`config.mk`:
```
export PLATFORM = sky130hd
export DESIGN_NAME = sram_mirror_ctrl
export DESIGN_NICKNAME = d
export VERILOG_FILES = /design/src/rtl/sram_mirror_ctrl.sv
export SDC_FILE = /design/constraint.sdc
export NUM_CORES = 1
export LEC_CHECK = 0
export ABC_AREA = 0
export CELL_PAD_IN_SITES_DETAIL_PLACEMENT = 0
export CELL_PAD_IN_SITES_GLOBAL_PLACEMENT = 1
export CORE_ASPECT_RATIO = 0.6
export CORE_MARGIN = 1
export CORE_UTILIZATION = 42
export CTS_CLUSTER_DIAMETER = 200
export DETAILED_ROUTE_END_ITERATION = 6
export GPL_ROUTABILITY_DRIVEN = 0
export PLACE_DENSITY = 0.89
export SLEW_MARGIN = 25
export SYNTH_ARGS = -nofsm -noshare
export SYNTH_HDL_FRONTEND = slang
export SYNTH_SLANG_ARGS = --single-unit
export TNS_END_PERCENT = 30
```
`constraint.sdc`:
```
create_clock -name clk -period 4.1 [get_ports clk]
set_input_delay 1.025 -clock clk [delete_from_list [all_inputs] [get_ports clk]]
set_output_delay 1.025 -clock clk [all_outputs]
set_load 0.05 [all_outputs]
```
`src/rtl/sram_mirror_ctrl.sv`:
```
// Sequencer from the asynchronous MCU SRAM bus to two external 16-bit SRAMs.
// Each MCU chip-select period becomes one timed access, optionally mirrored with a read compare.
module sram_mirror_ctrl #(
  parameter int unsigned WAIT_CYC = 2,
  parameter int unsigned ADDR_W   = 21,
  parameter int unsigned DATA_W   = 16
) (
  input  logic              clk,
  input  logic              rst_n,
  input  logic              mcu_cs_n,
  input  logic              mcu_we_n,
  input  logic              mcu_oe_n,
  input  logic              mcu_lb_n,
  input  logic              mcu_ub_n,
  input  logic [ADDR_W-1:0] mcu_addr,
  input  logic [DATA_W-1:0] mcu_wdata,
  output logic [DATA_W-1:0] mcu_rdata,
  output logic              mcu_rdata_oe,
  input  logic [1:0]        ecc_sel,
  input  logic              err_clr,
  output logic [ADDR_W-1:0] sram_addr,
  output logic [1:0]        sram_cs_n,
  output logic              sram_we_n,
  output logic              sram_oe_n,
  output logic              sram_lb_n,
  output logic              sram_ub_n,
  output logic [DATA_W-1:0] sram_wdata,
  output logic              sram_wdata_oe,
  input  logic [DATA_W-1:0] sram_rdata_up,
  input  logic [DATA_W-1:0] sram_rdata_down,
  output logic              busy,
  output logic              mismatch,
  output logic [7:0]        err_count
);

  localparam int unsigned LoW      = DATA_W / 2;
  localparam int unsigned HiW      = DATA_W - LoW;
  localparam logic [3:0]  WaitLast = 4'(WAIT_CYC - 1);

  typedef enum logic [2:0] {StIdle, StSetup, StAccess, StCapture, StHold} state_e;

  state_e state_q, state_d;
  logic [1:0] cs_sync_q, we_sync_q, oe_sync_q;
  logic cs_s, we_s, oe_s;

  logic [ADDR_W-1:0] addr_q, addr_d;
  logic [DATA_W-1:0] wdata_q, wdata_d, cap_up_q, cap_up_d, cap_dn_q, cap_dn_d;
  logic              lb_q, lb_d, ub_q, ub_d, wr_q, wr_d, rd_q, rd_d;
  logic [1:0]        sel_q, sel_d;
  logic [3:0]        cnt_q, cnt_d;

  logic [ADDR_W-1:0] sram_addr_d;
  logic [DATA_W-1:0] sram_wdata_d, mcu_rdata_d;
  logic [1:0]        sram_cs_n_d, chip_en;
  logic sram_we_n_d, sram_oe_n_d, sram_lb_n_d, sram_ub_n_d, sram_wdata_oe_d;
  logic mcu_rdata_oe_d, busy_d, mismatch_d, active, mirror, miscmp;
  logic [DATA_W-1:0] lane_mask;
  logic [7:0]        err_count_d;

  assign cs_s = cs_sync_q[1];
  assign we_s = we_sync_q[1];
  assign oe_s = oe_sync_q[1];

  always_comb begin
    state_d  = state_q;
    addr_d   = addr_q;
    wdata_d  = wdata_q;
    lb_d     = lb_q;
    ub_d     = ub_q;
    sel_d    = sel_q;
    wr_d     = wr_q;
    rd_d     = rd_q;
    cnt_d    = cnt_q;
    cap_up_d = cap_up_q;
    cap_dn_d = cap_dn_q;
    unique case (state_q)
      StIdle: begin
        if (!cs_s) begin
          addr_d  = mcu_addr;
          wdata_d = mcu_wdata;
          lb_d    = mcu_lb_n;
          ub_d    = mcu_ub_n;
          sel_d   = ecc_sel;
          wr_d    = !we_s;
          rd_d    = we_s && !oe_s;
          state_d = (!we_s || !oe_s) ? StSetup : StHold;
        end
      end
      StSetup: begin
        state_d = StAccess;
        cnt_d   = WaitLast;
      end
      StAccess: begin
        if (cnt_q == 4'd0) begin
          state_d = StCapture;
          if (rd_q) begin
            cap_up_d = sram_rdata_up;
            cap_dn_d = sram_rdata_down;
          end
        end else begin
          cnt_d = cnt_q - 4'd1;
        end
      end
      StCapture: state_d = StHold;
      StHold:    if (cs_s) state_d = StIdle;
      default:   state_d = StIdle;
    endcase
  end

  // Outputs are registered copies of what the next state demands, so they track state_q exactly.
  always_comb begin
    active  = (state_d == StSetup) || (state_d == StAccess) || (state_d == StCapture);
    chip_en = {sel_d != 2'b11, sel_d != 2'b00};
    sram_cs_n_d     = active ? ~chip_en : 2'b11;
    sram_addr_d     = active ? addr_d : sram_addr;
    sram_wdata_d    = (active && wr_d) ? wdata_d : sram_wdata;
    sram_wdata_oe_d = active && wr_d;
    sram_we_n_d     = !((state_d == StAccess) && wr_d);
    sram_oe_n_d     = !((state_d == StAccess) && rd_d);
    sram_lb_n_d     = (state_d == StAccess) ? lb_d : 1'b1;
    sram_ub_n_d     = (state_d == StAccess) ? ub_d : 1'b1;
    busy_d          = (state_d != StIdle);
    mcu_rdata_oe_d  = (state_d == StHold) && rd_d && !oe_s;

    lane_mask = {{HiW{~ub_q}}, {LoW{~lb_q}}};
    mirror    = (sel_q == 2'b01) || (sel_q == 2'b10);
    miscmp    = mirror && rd_q && (((cap_up_q ^ cap_dn_q) & lane_mask) != '0);

    mcu_rdata_d = mcu_rdata;
    mismatch_d  = mismatch;
    err_count_d = err_count;
    if (state_q == StCapture) begin
      if (rd_q) mcu_rdata_d = sel_q[1] ? cap_dn_q : cap_up_q;
      mismatch_d = miscmp;
      if (miscmp && (err_count != 8'hFF)) err_count_d = err_count + 8'd1;
    end
    if (err_clr) err_count_d = 8'd0;
  end

  always_ff @(posedge clk or negedge rst_n) begin
    if (!rst_n) begin
      cs_sync_q     <= 2'b11;
      we_sync_q     <= 2'b11;
      oe_sync_q     <= 2'b11;
      state_q       <= StIdle;
      addr_q        <= '0;
      wdata_q       <= '0;
      lb_q          <= 1'b1;
      ub_q          <= 1'b1;
      sel_q         <= 2'b00;
      wr_q          <= 1'b0;
      rd_q          <= 1'b0;
      cnt_q         <= 4'd0;
      cap_up_q      <= '0;
      cap_dn_q      <= '0;
      sram_addr     <= '0;
      sram_cs_n     <= 2'b11;
      sram_we_n     <= 1'b1;
      sram_oe_n     <= 1'b1;
      sram_lb_n     <= 1'b1;
      sram_ub_n     <= 1'b1;
      sram_wdata    <= '0;
      sram_wdata_oe <= 1'b0;
      mcu_rdata     <= '0;
      mcu_rdata_oe  <= 1'b0;
      busy          <= 1'b0;
      mismatch      <= 1'b0;
      err_count     <= 8'd0;
    end else begin
      cs_sync_q     <= {cs_sync_q[0], mcu_cs_n};
      we_sync_q     <= {we_sync_q[0], mcu_we_n};
      oe_sync_q     <= {oe_sync_q[0], mcu_oe_n};
      state_q       <= state_d;
      addr_q        <= addr_d;
      wdata_q       <= wdata_d;
      lb_q          <= lb_d;
      ub_q          <= ub_d;
      sel_q         <= sel_d;
      wr_q          <= wr_d;
      rd_q          <= rd_d;
      cnt_q         <= cnt_d;
      cap_up_q      <= cap_up_d;
      cap_dn_q      <= cap_dn_d;
      sram_addr     <= sram_addr_d;
      sram_cs_n     <= sram_cs_n_d;
      sram_we_n     <= sram_we_n_d;
      sram_oe_n     <= sram_oe_n_d;
      sram_lb_n     <= sram_lb_n_d;
      sram_ub_n     <= sram_ub_n_d;
      sram_wdata    <= sram_wdata_d;
      sram_wdata_oe <= sram_wdata_oe_d;
      mcu_rdata     <= mcu_rdata_d;
      mcu_rdata_oe  <= mcu_rdata_oe_d;
      busy          <= busy_d;
      mismatch      <= mismatch_d;
      err_count     <= err_count_d;
    end
  end

endmodule

```
==> results.sh <==
export IMPL_synth_top_flop_cell="dfrtp_1"
export IMPL_yosysWarnings=0
export IMPL_initial_antenna_violation_count=0
export IMPL_hold_violations=0
export IMPL_fmax_ghz=0.3605
export IMPL_global_route_wire_length_before_repair_um=24340
export IMPL_status="finished clean"
export IMPL_synth_seq_cells=159
export IMPL_placementRows=34
export IMPL_grt_overflow_total=0
export IMPL_syn_num_nets=631
export IMPL_coreArea_mm2=0.01480
export IMPL_detail_route_vias_per_cell=4.924
export IMPL_ios=150
export IMPL_grtUsageTotal_pct=19.69
export IMPL_drt_drc_violations_left=0
export IMPL_hold_class="reg2reg"
export IMPL_max_cap_violations=0
export IMPL_worst_path_max_fanout=40
export IMPL_timing_max_slew_rel_slack_pct=40.88
export IMPL_final_cell_count_no_fill=910
export IMPL_postPlaceCellArea_mm2=0.008190
export IMPL_htree_num_levels=4
export IMPL_min_period_ps=2774
export IMPL_yosys_area_top_type_share_pct=55.89
export IMPL_yosysMostFrequentCell="dfrtp_1"
export IMPL_reg2reg_to="sram_wdata[5]"
export IMPL_netlist_cell_type_count=47
export IMPL_clk_insertion_delay_late_ps=410
export IMPL_dieArea_mm2=0.01598
export IMPL_timing_worst_slew_pin_value_ps=886.8
export IMPL_critical_path_buf_inv_count=0
export IMPL_drt_pre_antenna_iters=5
export IMPL_timing_rr_start="state_q[0]"
export IMPL_startpoint_type="flip-flop"
export IMPL_syn_mean_instance_area_um2=11.83
export IMPL_synth_async_reset_ratio_pct=100.0
export IMPL_power_switching_mw=3.286
export IMPL_syn_area_mm2=0.006492
export IMPL_cell_internal_pwr_mw=4.691
export IMPL_grt_max_degree=98
export IMPL_postCtsSetupRepairBufs=0
export IMPL_tritoncts_num_sinks=159
export IMPL_cts_resized=0
export IMPL_cells_after_synthesis=549
export IMPL_drt_wirelength_per_cell_um=16.03
export IMPL_numCtsBuffers=17
export IMPL_die_x_um=162.5
export IMPL_cp_top_delay_family="simple AND/OR/NAND/NOR gates"
export IMPL_peakVddDrop_uv=485.3
export IMPL_share_of_cells_above_drive_strength_1_pct=12.64
export IMPL_layout_area_overhead_vs_synth_pct=35.36
export IMPL_share_of_the_clock_period_used_by_the_worst_path_after_layout_pct=67.65
export IMPL_drt_wl_total_um=14590
export IMPL_place_detailed_instances=878
export IMPL_detailedRoute_firstIterationViolations=186
export IMPL_fraction_of_power_consumed_by_the_clock_network_pct=19.8
export IMPL_timing_max_transition_violations_final=0
export IMPL_worstRegToRegCells=6
export IMPL_criticalPathCategory="reg2reg"
export IMPL_number_of_antenna_violating_nets_in_the_routed_design=0
export IMPL_totalNegativeSetupSlack_ps=0
export IMPL_sw_frac_of_total_pct=41.19
export IMPL_post_layout_total_power_mw=7.977
export IMPL_arrival_ps=3060
export IMPL_timing_critical_path_to_type="flip-flop"
export IMPL_floorplan_initialDensity_pct=43.86
export IMPL_reg2reg_setup_slack_ps=1330
export IMPL_whs_ps=350.9
export IMPL_first_global_vias=4690
export IMPL_p_leak_nw=3.940
export IMPL_yosysSeqAreaShare_pct=61.55
export IMPL_synth_top_area_cells="dfrtp_1 (56%), nand2_1 (8.2%), mux2_1 (6.8%), dfstp_2 (5.7%), mux2_2 (3.6%)"
export IMPL_detailroute_via_count=4481
export IMPL_port_buffers=149
export IMPL_place_detailed_hpwl_um=10110
export IMPL_synth_largest_area_cell="dfrtp_1"
export IMPL_cp_slowest_cell="or3_4"
export IMPL_edff_count_synth=0
export IMPL_synth_common_cells="dfrtp_1 (145), nand2_1 (141), mux2_1 (39), o21ai_1 (25), mux2_2 (21)"
export IMPL_dieHeight_um=98.31
export IMPL_comb_power_share_pct=45.8
export IMPL_worst_min_path_start="oe_sync_q[0]"
export IMPL_post_cts_hold_buffer_count=0
export IMPL_crit_path_cell_trace="or2_1 > or3_4 > nand2_1 > o21ai_2 > nand2b_2 > mux2_1"
export IMPL_clock_tree_from_tritoncts="built"
export IMPL_clock_tree_buffer_depth=2
export IMPL_worstPathRequired_ps=4380
export IMPL_setup_violations=0
export IMPL_whs_path_depth=0
export IMPL_min_to="oe_sync_q[1]"
export IMPL_antenna_cells_inserted=0
export IMPL_power_sequential_fraction_pct=34.3
export IMPL_final_nets=781
export IMPL_setup_repair_after_global_routing_missed_its_margin="false"
export IMPL_final_design_area_no_fill_mm2=0.008788
export IMPL_clkSlewWorstSetupHoldPaths_ps=60
export IMPL_power_per_cell_area_mw_per_mm2=907.7
export IMPL_peak_per_stage_delay_on_the_critical_path_ps=590
export IMPL_ctsRootBufferMaster="clkbuf_16"
export IMPL_final_setup_skew_ps=10.33
==> layout by cell type (no fill, tap or decap), types with 3 or more instances in the layout <==
cell type        synthesis  final
clkdlybuf4s50_1          0    148
dfrtp_1                145    145
nand2_1                141    141
mux2_1                  39     39
o21ai_1                 25     25
mux2_2                  21     21
mux2i_1                 20     20
xnor2_1                 18     18
clkbuf_16                0     17
nor2_1                  14     14
dfstp_2                 14     14
a21oi_1                 12     12
inv_1                   10     10
mux2_4                   9      9
buf_4                    1      8
or4_1                    5      5
inv_6                    0      5
nor3_1                   4      4
nand4_1                  4      4
nand3_1                  4      4
o21ai_0                  4      4
ha_1                     3      3
clkinv_4                 0      3
clkinvlp_4               0      3
==> metal layers <==
metal | wire length [um] | vias to the layer above | GRT usage, %
met5 | 0 | - | 0
met4 | 99 | 0 | 5.443
met3 | 600 | 11 | 4.418
met2 | 6654 | 101 | 29.75
met1 | 7233 | 2219 | 28.45
li1 | - | 2150 | -
==> sequential cells by signal, summed over array words and instances (netlist names), 3 cells and up <==
register / cells
state_q: 3
mcu_rdata: 16
err_count: 8
cnt_q: 4
addr_q: 21
sram_addr: 21
wdata_q: 16
sram_wdata: 16
cap_up_q: 16
cap_dn_q: 16
==> cells by family after synthesis <==
kind of cell	count (synthesis)	share of synthesized area (%)
mux	89	15.57
compound gates	55	5.011
flops	159	61.55
xor+xnor	20	2.698
buf+inv	37	2.447
fa+ha+maj	3	0.5782
simple gates	186	12.14
==> final cells by class <==
cell class | instances | area, um^2
Clock buffer | 19 | 442.9
Clock inverter | 13 | 152.6
Fill cell | 1193 | 6016
Inverter | 11 | 41.29
Multi-Input combinational cell | 353 | 2355
Sequential cell | 159 | 3996
Tap cell | 198 | 247.7
Timing Repair Buffer | 157 | 1553
==> stage by stage <==
stage                     setup slack [ps]  util [%]
after floorplan                       1946         -
after global placement                1124     55.32
after global routing                  1182     59.36
after detailed placement              1028     55.32
final                                 1326     59.36
after CTS                            997.0     59.35
==> how the worst max path moves through the flow <==
stage	from	to	slack (ps)	cells after the start
CTS	state_q[0]	sram_wdata[5]	1000	6
global route	state_q[0]	sram_wdata[5]	1180	6
floorplan	err_count[0]	err_count[7]	1950	7
finish	state_q[0]	sram_wdata[5]	1330	6
detailed placement	state_q[0]	sram_wdata[5]	1030	6
global placement	state_q[0]	sram_wdata[6]	1120	6
==> power groups by stage <==
stage | Clock, mW | Combinational (mW) | Sequential, mW
2_1_floorplan | 0 | 1.62 | 3.66
3_3_place_gp | 0 | 3.59 | 2.73
3_5_place_dp | 0 | 3.67 | 2.77
4_1_cts | 1.62 | 3.69 | 2.74
5_1_grt | 1.69 | 3.92 | 2.84
6_report | 1.58 | 3.66 | 2.74
No activity file was read; power rests on OpenSTA's default activity.
